$ cat config.mk
export PLATFORM = sky130hd
export DESIGN_NAME = col_parity_ctrl
export DESIGN_NICKNAME = d
export VERILOG_FILES = /design/src/rtl/col_parity_pkg.sv /design/src/rtl/col_parity_ctrl_slice_counter.sv /design/src/rtl/col_parity_ctrl.sv
export SDC_FILE = /design/constraint.sdc
export NUM_CORES = 1
export LEC_CHECK = 0
export CAP_MARGIN = 20
export CORE_MARGIN = 4
export CORE_UTILIZATION = 44
export DETAILED_ROUTE_END_ITERATION = 16
export PLACE_DENSITY = 0.81
export SLEW_MARGIN = 30
export SYNTH_ARGS = -nofsm -noshare
export SYNTH_HDL_FRONTEND = slang
export SYNTH_SLANG_ARGS = --single-unit
$ cat constraint.sdc
create_clock -name clk -period 2.36 [get_ports clk]
set_clock_uncertainty 0.15 [all_clocks]
set_input_delay 0.59 -clock clk [delete_from_list [all_inputs] [get_ports clk]]
set_output_delay 0.59 -clock clk [all_outputs]
set_load 0.005 [all_outputs]
$ cat src/rtl/col_parity_pkg.sv
// ----------------------------------------------------------------------------
// col_parity_pkg
// Shared definitions for the column-parity block controller:
//   - NUM_SLICES / ADDR_W : default block geometry (64 slices of 25 bits)
//   - LAST_SLICE          : index of the final slice in a block
//   - state_e             : controller FSM state enumeration
// ----------------------------------------------------------------------------
package col_parity_pkg;

    localparam int NUM_SLICES = 64;
    localparam int ADDR_W     = 6;

    localparam logic [ADDR_W-1:0] LAST_SLICE = ADDR_W'(NUM_SLICES - 1);

    typedef enum logic [2:0] {
        ST_IDLE     = 3'd0,
        ST_PRE_RD   = 3'd1,
        ST_PRE_WAIT = 3'd2,
        ST_RD       = 3'd3,
        ST_WAIT     = 3'd4,
        ST_WR       = 3'd5,
        ST_DONE     = 3'd6
    } state_e;

endpackage

$ cat src/rtl/col_parity_ctrl_slice_counter.sv
// ----------------------------------------------------------------------------
// slice_counter
// W-bit up-counter holding the current slice index of a block.
//   clk, rst : clock and synchronous active-high reset (clears the count)
//   clr      : synchronous clear, has priority over en
//   en       : advance by one; ignored at terminal count so the index never
//              wraps back to 0 inside a block
//   cnt      : registered count
//   tc       : high while cnt equals LAST
// ----------------------------------------------------------------------------
module slice_counter #(
    parameter int W    = 6,
    parameter int LAST = 63
) (
    input  logic         clk,
    input  logic         rst,
    input  logic         clr,
    input  logic         en,
    output logic [W-1:0] cnt,
    output logic         tc
);

    localparam logic [W-1:0] ONE    = W'(1);
    localparam logic [W-1:0] LAST_V = W'(LAST);

    logic [W-1:0] cnt_q;
    logic [W-1:0] cnt_d;
    logic         tc_s;

    // Terminal-count decode and next-count selection.
    always_comb begin
        cnt_d = cnt_q;
        tc_s  = (cnt_q == LAST_V);
        if (clr) begin
            cnt_d = {W{1'b0}};
        end else if (en && !tc_s) begin
            cnt_d = cnt_q + ONE;
        end else begin
            cnt_d = cnt_q;
        end
    end

    // Count register.
    always_ff @(posedge clk) begin
        if (rst) begin
            cnt_q <= {W{1'b0}};
        end else begin
            cnt_q <= cnt_d;
        end
    end

    assign cnt = cnt_q;
    assign tc  = tc_s;

endmodule

$ cat src/rtl/col_parity_ctrl.sv
// ----------------------------------------------------------------------------
// col_parity_ctrl
// Sequencing controller for a column-parity pass over one block of slices.
// It prefetches the parity of the last slice into the previous-parity
// register, then for every slice z = 0..NUM_SLICES-1 reads the slice, loads
// it into the current-slice register, writes the result for z and moves the
// current parity into the previous-parity register. The controller holds no
// datapath state; it only drives enables, the prev mux select and addresses.
//
// Ports:
//   clk, rst   : clock, synchronous active-high reset
//   start      : one-cycle request to process a block (ignored while busy)
//   rd_valid   : read data valid from the slice memory
//   busy       : high in every state except IDLE
//   done       : one-cycle completion pulse
//   rd_en      : slice-memory read request, rd_addr = slice index (0 when idle)
//   ld_cur     : load enable for the current-slice register
//   ld_prev    : load enable for the previous-parity register
//   prev_sel   : prev mux select, 0 = memory data, 1 = current-slice parity
//   wr_en      : result write strobe, wr_addr = slice index (0 when idle)
// ----------------------------------------------------------------------------
module col_parity_ctrl
    import col_parity_pkg::*;
#(
    parameter int NUM_SLICES = col_parity_pkg::NUM_SLICES,
    parameter int ADDR_W     = col_parity_pkg::ADDR_W
) (
    input  logic              clk,
    input  logic              rst,
    input  logic              start,
    input  logic              rd_valid,
    output logic              busy,
    output logic              done,
    output logic              rd_en,
    output logic [ADDR_W-1:0] rd_addr,
    output logic              ld_cur,
    output logic              ld_prev,
    output logic              prev_sel,
    output logic              wr_en,
    output logic [ADDR_W-1:0] wr_addr
);

    localparam logic [ADDR_W-1:0] LAST_Z = ADDR_W'(NUM_SLICES - 1);

    state_e            state_q;
    state_e            state_d;

    logic [ADDR_W-1:0] z_s;
    logic              z_tc_s;
    logic              z_clr_s;
    logic              z_inc_s;

    // Slice index; cleared at the prefetch, advanced after each write.
    slice_counter #(
        .W    (ADDR_W),
        .LAST (NUM_SLICES - 1)
    ) u_slice_counter (
        .clk (clk),
        .rst (rst),
        .clr (z_clr_s),
        .en  (z_inc_s),
        .cnt (z_s),
        .tc  (z_tc_s)
    );

    // State register; reset wins over any pending start.
    always_ff @(posedge clk) begin
        if (rst) begin
            state_q <= ST_IDLE;
        end else begin
            state_q <= state_d;
        end
    end

    // Next-state and strobe decode from the current state and rd_valid.
    always_comb begin
        state_d  = state_q;
        busy     = 1'b1;
        done     = 1'b0;
        rd_en    = 1'b0;
        rd_addr  = {ADDR_W{1'b0}};
        ld_cur   = 1'b0;
        ld_prev  = 1'b0;
        prev_sel = 1'b0;
        wr_en    = 1'b0;
        wr_addr  = {ADDR_W{1'b0}};
        z_clr_s  = 1'b0;
        z_inc_s  = 1'b0;

        case (state_q)
            ST_IDLE: begin
                busy = 1'b0;
                if (start) begin
                    state_d = ST_PRE_RD;
                end else begin
                    state_d = ST_IDLE;
                end
            end

            // Read the last slice so slice 0 has a previous parity.
            ST_PRE_RD: begin
                rd_en   = 1'b1;
                rd_addr = LAST_Z;
                z_clr_s = 1'b1;
                state_d = ST_PRE_WAIT;
            end

            // Prefetched data goes straight from memory into prev.
            ST_PRE_WAIT: begin
                if (rd_valid) begin
                    ld_prev  = 1'b1;
                    prev_sel = 1'b0;
                    state_d  = ST_RD;
                end else begin
                    state_d  = ST_PRE_WAIT;
                end
            end

            ST_RD: begin
                rd_en   = 1'b1;
                rd_addr = z_s;
                state_d = ST_WAIT;
            end

            ST_WAIT: begin
                if (rd_valid) begin
                    ld_cur  = 1'b1;
                    state_d = ST_WR;
                end else begin
                    state_d = ST_WAIT;
                end
            end

            // Write result for z and roll current parity into prev for z+1.
            ST_WR: begin
                wr_en    = 1'b1;
                wr_addr  = z_s;
                ld_prev  = 1'b1;
                prev_sel = 1'b1;
                if (z_tc_s) begin
                    state_d = ST_DONE;
                end else begin
                    z_inc_s = 1'b1;
                    state_d = ST_RD;
                end
            end

            ST_DONE: begin
                done    = 1'b1;
                state_d = ST_IDLE;
            end

            default: begin
                busy    = 1'b0;
                state_d = ST_IDLE;
            end
        endcase
    end

endmodule

Word level (Yosys, flattened, before mapping)
Index checks and enable logic that the tools add are counted.
W data, S select, Z words.

word-level totals
  memory bits (writable) = 0
  register bits after elaboration = 9
  latch bits = 0
  memories kept = 0
  bits in read-only memories = 0

operators by class
  add/sub/neg operators = 1
  bitwise logic cells = 0
  equality and inequality tests = 7
  shifts and indexed selects = 0
  muxes and demuxes = 17
  multipliers = 0
  div/mod/pow operators = 0
  magnitude comparators = 0
  reductions and logical operators = 6

operators by type and width
  cell                   number
  $pmux W3 S6            1
  $mux W1                12
  $pmux W6 S2            1
  $eq A3 B3 Y1 const B   3
  $add A6 B1 Y6 const B  1
  $eq A3 B2 Y1 const B   2
  $eq A6 B6 Y1 const B   1
  $mux W6                1
  $reduce_or A6 Y1       1
  $reduce_or A2 Y1       2
  $eq A3 B1 Y1 const B   1
  $logic_not A3 Y1       1
  $mux W3                1
  $pmux W1 S2            1
  $logic_and A1 B1 Y1    1
  $logic_not A1 Y1       1

Depth between registers and ports, before layout
Gate-level depths: netlist of run 1.

  word-level depth = 4
  gate-level depth with buffers = 6
  depth with buffers taken out = 5

By module
Synthesis of run 1 repeated with hierarchy kept, for this count alone.

unflattened totals
  cells, all modules = 82
  area, all modules = 600.6 µm²

modules (own cells, without submodules)
  module           times used  area an instance (µm²)  cells an instance  seq. area each (µm²)
  col_parity_ctrl  1           307.8                   50                 60.1
  slice_counter    1           292.8                   32                 120.1

Least setup slack after synthesis of run 1
Ideal clock, no wire load.

  path type = register to output
  start = reg state_q[2]
  end = out ld_prev
  stages on the path, launching flop included = 5
  arrival = 1.003 ns
  path slack = 0.617 ns
  required time = 1.620 ns
  path buffers = 2
  cells stage by stage = dfxtp_1 buf_4 and3b_2 buf_2 a31o_1

on the way
  cells in the longest elaborated chain, start to end = 2
  elaborated cells between the ends (all ways) = 3
  those cells by class = 2 x eq/ne; 1 x mux

RTL lines
  what                                          RTL line               text
  start: declaration                            col_parity_ctrl.sv:45  state_e state_q;
  start signal: assignment                      col_parity_ctrl.sv:71  state_q <= state_d;
  $eq A3 B3 Y1 or $eq A3 B2 Y1 (tied branches)  col_parity_ctrl.sv:90  case (state_q)
  $pmux W1 S2 (*)                               col_parity_ctrl.sv:90
  end: declaration                              col_parity_ctrl.sv:37  output logic ld_prev,

Mark *: on every way between the ends. The rest lies on a longest branch, timed or not.

Final worst setup path of run 1
  start = in rd_valid
  end = out ld_prev

on the way
  cells in the longest elaborated chain, start to end = 2

RTL lines
  what                RTL line                text
  start: declaration  col_parity_ctrl.sv:31   input logic rd_valid,
  $mux W1             col_parity_ctrl.sv:110  if (rd_valid) begin
  $pmux W1 S2         col_parity_ctrl.sv:90

Every way passes these cells.

==> run_results.csv, run 1 <==
group,metric,value,unit
floorplanning,io_pins,23,
global_route,grt_antenna_before_repair,0,
global_route,grtUsageTotal,20.57,%
critical_path,crit_required,1620,ps
critical_path,cp_max_fo,3,
critical_path,cp-start-kind,"primary input",
drt,wirelength,1766,um
min_path,hold-path-endpoint,"u_slice_counter.cnt[3]$_SDFFE_PP0P_",
global_route,met2_usage,33.72,%
global_route,met3_usage,5.691,%
drt,drt-wirelength-per-cell,14.24,um
floorplanning,row_count,12,
yosys,synth_cell_type_count,29,
clocking,hold_buffers,0,
sta,hold_violations,0,
pwr,p_per_area,419.7,nW/um2
yosys,ys_ff_latch,9,
placed_design,dp_slack,-240.2,ps
critical_path,reg2regPathDepth,5,
yosys,async_reset_ff_share,0,%
final_layout,fillCellCount,93,
min_path,whs_path_depth,2,
drt,ant_nets,0,
pwr,irDropWorstVdd,0.2695,mV
drt,vias,693,
placed_design,hpwl,1101,um
yosys,netlist_instances,79,
critical_path,cp_slowest_cell,"clkdlybuf4s50_1",
global_route,grt_max_degree,11,
placed_design,gp_congestion,0.8632,
final_layout,final_nets,116,
yosys,synth_area,583.1,um2
final_layout,n_antenna_cell,0,
global_route,met1_usage,21.95,%
clocking,cts_tree,"done",
sta,max_freq,433.4,MHz
sta,worst_pin_slew,312.0,ps
yosys,ys_seq_area_share,30.90,%
run_status,status,"finished, final reports clean",
floorplanning,initial_core_util,49.79,%
min_path,hp-class,"reg2reg",
clocking,numCtsBuffers,3,
sta,final-setup-viol-count,0,
global_route,grt-busiest-layer,"met2",
sta,slew_viol_final,0,
yosys,syn-num-nets,84,
pwr,p_seq_share,42.6,%
critical_path,path_cells,"clkdlybuf4s50_1, buf_4, a31o_1, dlygate4sd2_1",
critical_path,worstSetupEndpointType,"output pin",
pwr,p_switching,0.1048,mW
clocking,clock_latency,270,ps
floorplanning,die_h,44.40,um
sta,setup_tns,0,ps
clocking,cts_sinks,9,
critical_path,worstSetupPathType,"in2out",
pwr,swShare,27.46,%
sta,rsz0062_at_grt,"no",
critical_path,r2r-start,"u_slice_counter.cnt[1]$_SDFFE_PP0P_",
final_layout,drive_gt1_share,19.09,%
min_path,worstHoldStart,"u_slice_counter.cnt[3]$_SDFFE_PP0P_",
pwr,power_frac_clock,32.3,%
drt,drtIter0Drc,11,
drt,drt_pre_antenna_iters,4,
sta,relSlewSlack,79.06,%
clocking,cts_max_level,1,
global_route,grt_pass1_vias,658,
sta,finalCriticalPeriod,2308,ps
yosys,yosysWarnings,0,
yosys,synthFlopType,"dfxtp_1",
floorplanning,die_x,44.40,um
pwr,combPwrFrac,25.2,%
critical_path,arrival,1570,ps
floorplanning,die_area,1971,um2
critical_path,r2r-end,"u_slice_counter.cnt[1]$_SDFFE_PP0P_",
floorplanning,core,1171,um2
sta,fin_crit_sh,97.78,%
yosys,avgSynthCellArea,7.380,um2
pwr,leakagePower,0.3969,nW
global_route,grt-ovfl-total,0,
placed_design,io_buffers,22,
critical_path,r2r_slack,720,ps
critical_path,critical-path-max-stage-delay,410,ps
global_route,grt_pass1_wl,2939,um
final_layout,areaGrowthSynthToFinish,56.01,%
clocking,clk_pin_slew,60,ps
sta,setup_ws,52.49,ps
drt,avgViaCountPerCell,5.589,
pwr,cellInternalPower,0.2769,mW
run,drv_cap,0,
clocking,clk_path_buf_depth,2,
yosys,synth_edf_count,0,
drt,drc_errors,0,
clocking,root_buffer,"clkbuf_4",
-- layout make-up --
class | instances | area, um2 | share of cell area [%]
multi-input combinational | 60 | 364.1 | 40.03
timing repair buffer | 31 | 290.3 | 31.91
sequential | 9 | 188.9 | 20.77
clock buffer | 4 | 26.28 | 2.889
inverter | 6 | 22.52 | 2.476
tap | 14 | 17.52 | 1.926
-- placed cells by master (no fill, tap or decap), types with 3 or more instances in the layout --
cell | netlist | final
a21oi_1 | 8 | 8
and2_1 | 6 | 6
buf_4 | 2 | 9
clkbuf_4 | 0 | 3
clkdlybuf4s50_1 | 0 | 18
dfxtp_1 | 9 | 6
inv_1 | 5 | 3
inv_2 | 1 | 3
mux2i_1 | 3 | 3
nand2_1 | 5 | 4
nor2_1 | 7 | 7
nor3_1 | 5 | 5
o21a_1 | 3 | 3
o21ai_0 | 3 | 3
-- power by group through the flow --
stage / sequential (mW) / clock, mW / combinational [mW]
final: 0.162 / 0.123 / 0.0961
after global routing: 0.163 / 0.137 / 0.106
after detailed placement: 0.164 / 0 / 0.0912
after global placement: 0.164 / 0 / 0.0907
after CTS: 0.162 / 0.124 / 0.0919
after floorplan: 0.161 / 0 / 0.0434
-- synth_stat cells, drive strengths merged, types with 2 or more instances --
master | instances | area [um2]
o21a | 3 | 22.52
and2 | 6 | 37.54
buf | 3 | 20.01
a31o | 2 | 17.52
dfxtp | 9 | 180.2
a21oi | 8 | 40.04
nand3b | 2 | 15.01
nand3 | 2 | 10.01
clkbuf | 2 | 7.510
inv | 6 | 22.52
mux2i | 3 | 30.03
nor2 | 7 | 26.28
nand4 | 2 | 12.51
nand2 | 5 | 18.77
o21ai | 5 | 25.02
nor3 | 5 | 25.02
-- critical path, delay by kind of cell --
family | cells | cell delay, ps
buf+inv | 3 | 800
compound gates | 1 | 160
-- worst max-delay path by stage --
stage | startpoint | endpoint | slack, ps | cells past startpoint
floorplan | state_q[2]$_SDFF_PP0_ | ld_prev | 620 | 4
global placement | rd_valid | ld_cur | -200 | 3
detailed placement | rd_valid | ld_cur | -240 | 3
CTS | state_q[2]$_SDFF_PP0_ | rd_addr[4] | 6 | 5
global route | state_q[2]$_SDFF_PP0_ | rd_addr[1] | 1 | 5
finish | rd_valid | ld_prev | 50 | 4
-- cells by family (layout without fill, tap and decap cells) --
group / after synthesis / after routing / share of synthesized area, %
and+or+nand+nor: 36 / 37 / 33.69
AOI/OAI and AO/OA: 18 / 18 / 18.03
buffers and inverters: 11 / 41 / 8.582
DFF: 9 / 9 / 30.90
muxes: 3 / 3 / 5.150
adders and majority gates: 1 / 1 / 2.146
xor gates and xnor gates: 1 / 1 / 1.502
-- timing repair --
item	4_1_cts	5_1_grt
pin swaps	1	1
setup buffers	3	3
cloned	1	0
resized for setup	5	7
setup endpoints to repair	13	11
-- metrics by stage --
stage / util, % / std cells / power (mW) / hold WS [ps] / cell area (um2)
3_3_place_gp: 69.66 / 113 / 0.2545 / 377.1 / 815.8
4_1_cts: 74.57 / 121 / 0.3776 / 395.8 / 873.3
3_5_place_dp: 69.66 / 113 / 0.2551 / 392.7 / 815.8
5_1_grt: 77.67 / 124 / 0.4061 / 419.7 / 909.6
6_report: 77.67 / 124 / 0.3818 / 400.6 / 909.6
2_1_floorplan: - / 79 / 0.2044 / 342.4 / 583.1
-- per-layer routing --
layer | vias to the layer above | routed length [um]
met1 | 315 | 741
met3 | 6 | 130
met4 | 0 | 74
met2 | 30 | 820
met5 | - | 0
li1 | 342 | -
-- sequential cells by signal (all words and copies together) (netlist names) --
signal,count
u_slice_counter.cnt,6
state_q,3
No activity file was read; power rests on OpenSTA's default activity.
==> run 2, diff against run 1 <==
--- a/config.mk
+++ b/config.mk
@@ -6,10 +6,14 @@
 export NUM_CORES = 1
 export LEC_CHECK = 0
 export CAP_MARGIN = 20
+export CELL_PAD_IN_SITES_DETAIL_PLACEMENT = 0
+export CELL_PAD_IN_SITES_GLOBAL_PLACEMENT = 1
 export CORE_MARGIN = 4
-export CORE_UTILIZATION = 44
+export CORE_UTILIZATION = 31
+export CTS_BUF_LIST = sky130_fd_sc_hd__clkbuf_16
+export CTS_CLUSTER_SIZE = 12
 export DETAILED_ROUTE_END_ITERATION = 16
-export PLACE_DENSITY = 0.81
+export PLACE_DENSITY_LB_ADDON = 0.1
 export SLEW_MARGIN = 30
 export SYNTH_ARGS = -nofsm -noshare
 export SYNTH_HDL_FRONTEND = slang
==> run 2 against run 1 <==
Net effect: die area is 34% higher; combinational power hardly changed; flip-flop and latch count stayed put; highest routed layer unchanged; critical path depth stayed put; routed wire length is 6.5% lower; maximum frequency is 0.37% lower; register-to-register slack worse by 60 ps; total power is 45% higher; non-clock buffer count is 2 lower.
==> run_results.csv, run 2 (synthesis gave the netlist of run 1 again) <==
group,metric,value,unit
run_status,status,"finished, final reports clean",
critical_path,worstSetupEndpointType,"output pin",
final_layout,areaGrowthSynthToFinish,63.95,%
critical_path,critical-path-max-stage-delay,420,ps
final_layout,multi_input_area,370.4,um2
final_layout,final_common_cell,"clkdlybuf4s50_1",
pwr,leakagePower,0.3796,nW
drt,drt-wirelength-per-cell,12.42,um
placed_design,hpwl,1206,um
min_path,hp-class,"reg2reg",
floorplanning,initial_core_util,33.41,%
final_layout,n_antenna_cell,0,
floorplanning,die_x,51.37,um
critical_path,r2r-start,"u_slice_counter.cnt[1]$_SDFFE_PP0P_",
clocking,hold_buffers,0,
pwr,irDropWorstVdd,0.6240,mV
critical_path,path_cells,"clkdlybuf4s50_1, buf_4, a31o_1, dlygate4sd2_1",
sta,slew_viol_final,0,
floorplanning,io_pins,23,
clocking,cts_tree,"done",
run,drv_cap,0,
critical_path,cp_slowest_cell,"clkdlybuf4s50_1",
placed_design,gp_congestion,0.7857,
clocking,clk_path_buf_depth,2,
global_route,grt_pass1_wl,2656,um
final_layout,largest_register_ffs,6,
sta,fin_crit_sh,98.14,%
clocking,cts_sinks,9,
final_layout,final_nets,114,
critical_path,reg2regPathDepth,5,
critical_path,worstSetupPathType,"in2out",
global_route,grtUsageTotal,13.20,%
sta,relSlewSlack,76.93,%
sta,final-setup-viol-count,0,
sta,hold_violations,0,
pwr,p_per_area,577.2,nW/um2
global_route,grt_antenna_before_repair,0,
min_path,worstHoldStart,"u_slice_counter.cnt[3]$_SDFFE_PP0P_",
critical_path,crit_buf_inv,3,
drt,drt_pre_antenna_iters,4,
final_layout,final_cell_mix,"clkdlybuf4s50_1 (20), a21oi_1 (8), nor2_1 (7), buf_4 (7), dfxtp_1 (7)",
drt,wirelength,1652,um
drt,drtIter0Drc,15,
clocking,numCtsBuffers,3,
critical_path,cp.depth,4,
drt,drc_errors,0,
drt,avgViaCountPerCell,5.015,
final_layout,seqCellArea,182.7,um2
global_route,grt_pass1_vias,607,
pwr,power_frac_clock,53.0,%
clocking,cts_max_level,1,
critical_path,arrival,1580,ps
pwr,combPwrFrac,17.5,%
placed_design,dp_slack,-249.4,ps
sta,setup_ws,43.82,ps
sta,holdWs,399.8,ps
floorplanning,row_count,15,
placed_design,io_buffers,22,
floorplanning,core,1745,um2
drt,ant_nets,0,
clocking,clk_pin_slew,40,ps
pwr,cellInternalPower,0.4343,mW
clocking,root_buffer,"clkbuf_16",
pwr,swShare,21.29,%
critical_path,path_delay_family,"buffers and inverters",
critical_path,cp-start-kind,"primary input",
global_route,grt_max_degree,14,
clocking,clock_latency,230,ps
critical_path,crit_required,1620,ps
global_route,grt-ovfl-total,0,
pwr,p_switching,0.1174,mW
sta,worst_pin_slew,343.7,ps
drt,vias,667,
final_layout,drive_gt1_share,17.59,%
critical_path,crit_path_start,"rd_valid",
sta,finalCriticalPeriod,2316,ps
final_layout,fillCellCount,178,
sta,max_freq,431.7,MHz
pwr,p_seq_share,29.5,%
floorplanning,die_h,51.37,um
critical_path,cp_max_fo,3,
min_path,whs_path_depth,2,
floorplanning,die_area,2639,um2
## run 2: worst register-to-register path, delay by kind of cell, from the launching register on
family	cells	cell delay (ps)
AND/OR/NAND/NOR	2	180
adder cells (fa/ha/maj)	1	300
AO/OA/AOI/OAI	1	310
multiplexers	1	220
flip-flops	1	420
## run 2: worst paths after layout
path	end	slack (ps)
worst min-delay path	u_slice_counter.cnt[3]$_SDFFE_PP0P_	400
worst min register to register	u_slice_counter.cnt[3]$_SDFFE_PP0P_	400
worst max-delay path	ld_prev	40
worst max register to register	u_slice_counter.cnt[1]$_SDFFE_PP0P_	660
## run 2: cell type report
| class | instances | share of cell area, % |
|---|---|---|
| repair buffers | 29 | 28.27 |
| flip-flops and latches | 9 | 19.11 |
| clock buffers | 3 | 7.853 |
| multi-input cells | 60 | 38.74 |
| inverters | 6 | 2.356 |
| well taps | 25 | 3.272 |
| clock inverters | 1 | 0.3927 |
## run 2: per-stage QoR
stage	util [%]	cell area, um2	power [mW]	TNS, ps	cells
CTS	53.26	929.6	0.5516	0	131
global placement	48.39	844.6	0.2599	-377.2	126
finish	54.77	955.9	0.5517	0	133
floorplan	-	583.1	0.2044	0	79
detailed placement	48.39	844.6	0.2589	-417.3	126
global route	54.77	955.9	0.5791	-8.589	133
## run 2: timing repair
action                     CTS  global route
buffers inserted             1             1
setup endpoints to repair    9            12
gates cloned                 0             1
resized for setup            3             5
pin swaps                    1             1
## run 2: layer usage
layer / up-vias / GRT usage [%] / part of all wire [%]
met3: 2 / 5.248 / 6.2
met1: 308 / 17.67 / 44
met4: 0 / 3.057 / 0.48
met5: - / 0 / 0
met2: 20 / 19.70 / 49
li1: 337 / - / -
## run 2: power by group through the flow
stage / registers (mW) / clock network (mW) / logic [mW]
6_report: 0.163 / 0.292 / 0.0964
5_1_grt: 0.164 / 0.308 / 0.107
4_1_cts: 0.161 / 0.295 / 0.0955
3_5_place_dp: 0.163 / 0 / 0.0956
3_3_place_gp: 0.163 / 0 / 0.0966
2_1_floorplan: 0.161 / 0 / 0.0434
==> run 3, diff against run 2 <==
==> constraint.sdc (replaced) <==
create_clock -name clk -period 2.9 [get_ports clk]
set_clock_uncertainty 0.15 [all_clocks]
set_input_delay 0.725 -clock clk [delete_from_list [all_inputs] [get_ports clk]]
set_output_delay 0.725 -clock clk [all_outputs]
set_load 0.005 [all_outputs]
==> run 3 against run 2 <==
Net effect: die area did not move; core utilization fell by 3.2 points; highest routed layer unchanged; cell count fell by 4.5%; total power fell by 19%; count of clock-buffer cells in the layout did not move; combinational power fell by 27%; via count fell by 7.3%; clock power fell by 18%; sequential share of layout area rose by 0.89 points; sequential power fell by 18%; critical path depth fell by 1; largest cell class unchanged.
==> run_results.csv, run 3 (synthesis gave the netlist of run 1 again) <==
group,metric,value,unit
drt,avgViaCountPerCell,4.866,
critical_path,r2r_slack,1200,ps
drt,drt-wirelength-per-cell,12.73,um
drt,vias,618,
drt,wirelength,1617,um
critical_path,r2r-end,"u_slice_counter.cnt[1]$_SDFFE_PP0P_",
final_layout,final_common_cell,"clkdlybuf4s50_1",
placed_design,io_buffers,22,
floorplanning,die_area,2639,um2
sta,slew_viol_final,0,
sta,final-setup-viol-count,0,
sta,fin_crit_sh,98.41,%
global_route,grt_antenna_before_repair,0,
floorplanning,die_h,51.37,um
clocking,root_buffer,"clkbuf_16",
critical_path,critical-path-max-stage-delay,560,ps
run,drv_cap,0,
critical_path,cp_max_fo,2,
sta,setup_tns,0,ps
clocking,cts_max_level,1,
clocking,cts_setup_buffers,0,
drt,ant_nets,0,
min_path,worstHoldStart,"u_slice_counter.cnt[3]$_SDFFE_PP0P_",
critical_path,worstSetupPathType,"in2out",
clocking,cts_sinks,9,
final_layout,areaGrowthSynthToFinish,54.51,%
clocking,hold_buffers,0,
floorplanning,io_pins,23,
floorplanning,core,1745,um2
final_layout,drive_gt1_share,7.843,%
critical_path,arrival,1980,ps
sta,max_freq,350.4,MHz
critical_path,worstSetupEndpointType,"output pin",
global_route,grt_pass1_vias,554,
min_path,hp-class,"reg2reg",
sta,relSlewSlack,74.53,%
floorplanning,row_count,15,
floorplanning,initial_core_util,33.41,%
floorplanning,die_x,51.37,um
pwr,cellInternalPower,0.3491,mW
placed_design,hpwl,1216,um
pwr,p_total,0.4453,mW
sta,finalCriticalPeriod,2854,ps
sta,hold_violations,0,
global_route,grt_max_degree,16,
min_path,hold-path-endpoint,"u_slice_counter.cnt[3]$_SDFFE_PP0P_",
sta,rsz0062_at_grt,"no",
placed_design,gp_congestion,0.7343,
clocking,numCtsBuffers,3,
final_layout,largest_register_ffs,6,
final_layout,final_nets,108,
min_path,whs_path_depth,2,
critical_path,cp_slowest_cell,"clkdlybuf4s50_1",
critical_path,reg2regPathDepth,5,
pwr,leakagePower,0.3337,nW
clocking,clock_latency,230,ps
pwr,p_switching,0.09616,mW
critical_path,crit_required,2030,ps
critical_path,r2r-start,"u_slice_counter.cnt[1]$_SDFFE_PP0P_",
pwr,power_frac_clock,53.9,%
critical_path,cp_common_cell,"clkdlybuf4s50_1",
pwr,combPwrFrac,15.9,%
sta,worst_pin_slew,381.5,ps
clocking,cts_tree,"done",
pwr,irDropWorstVdd,0.4150,mV
clocking,clk_pin_slew,40,ps
run_status,status,"finished, final reports clean",
drt,drc_errors,0,
global_route,grtUsageTotal,13.08,%
drt,drtIter0Drc,5,
final_layout,n_antenna_cell,0,
global_route,grt_pass1_wl,2546,um
critical_path,path_cells,"clkdlybuf4s50_1, nor4b_1, clkdlybuf4s50_1",
clocking,ctsResizeCount,0,
pwr,p_per_area,494.3,nW/um2
pwr,swShare,21.59,%
clocking,clk_path_buf_depth,2,
global_route,grt-ovfl-total,0,
drt,drt_pre_antenna_iters,4,
final_layout,final_cell_mix,"clkdlybuf4s50_1 (22), dfxtp_1 (9), a21oi_1 (8)",
critical_path,cp-start-kind,"primary input",
pwr,p_seq_share,30.2,%
[run 3: cell count changes in the layout (fill, tap and decap cells not counted), sizes merged]
cell           previous run  this run
and3b                     2         1
buf                       7         2
clkdlybuf4s50            20        22
dlygate4sd2               2         0
[run 3: how the worst max path moves through the flow]
| stage | endpoint | cells past startpoint | slack (ps) | start |
|---|---|---|---|---|
| 3_5_place_dp | ld_cur | 3 | 40 | rd_valid |
| 2_1_floorplan | ld_prev | 4 | 1020 | state_q[2]$_SDFF_PP0_ |
| 3_3_place_gp | ld_cur | 3 | 70 | rd_valid |
| 4_1_cts | ld_cur | 3 | 40 | rd_valid |
| 6_report | ld_cur | 3 | 50 | rd_valid |
| 5_1_grt | ld_cur | 3 | 30 | rd_valid |
[run 3: area by class of cell]
| type | instances | area (um2) |
|---|---|---|
| Timing Repair Buffer | 24 | 235.2 |
| Inverter | 6 | 22.52 |
| Multi-Input combinational cell | 59 | 352.8 |
| Clock inverter | 1 | 3.754 |
| Fill cell | 178 | 844.6 |
| Sequential cell | 9 | 180.2 |
| Tap cell | 25 | 31.28 |
| Clock buffer | 3 | 75.07 |
[run 3: through the flow]
| step | utilization, % | std cells | cell area [um2] | worst slack, ps | hold WS [ps] |
|---|---|---|---|---|---|
| finish | 51.61 | 127 | 900.9 | 46.04 | 397.1 |
| CTS | 51.61 | 127 | 900.9 | 40.78 | 397.8 |
| floorplan | - | 79 | 583.1 | 1022 | 342.4 |
| detailed placement | 47.10 | 123 | 822.0 | 40.78 | 386.1 |
| global placement | 47.10 | 123 | 822.0 | 65.61 | 384.4 |
| global route | 51.61 | 127 | 900.9 | 27.91 | 420.4 |
[run 3: worst max-delay path: cells and delay by family]
kind | cells | cell delay (ps)
buf+inv | 2 | 1030
simple gates | 1 | 230
[run 3: routing by layer]
metal | GRT usage, % | vias to the layer above | share of wire, %
met5 | 0 | - | 0
met4 | 3.930 | 0 | 0.87
met3 | 5.539 | 2 | 5.3
met2 | 20.97 | 13 | 46
met1 | 15.75 | 283 | 47
li1 | - | 320 | -
[run 3: power by group through the flow]
| stage | logic [mW] | registers, mW | clock network (mW) |
|---|---|---|---|
| floorplan | 0.0353 | 0.131 | 0 |
| global placement | 0.0710 | 0.136 | 0 |
| detailed placement | 0.0714 | 0.136 | 0 |
| CTS | 0.0720 | 0.134 | 0.241 |
| global route | 0.0776 | 0.135 | 0.251 |
| finish | 0.0708 | 0.134 | 0.240 |
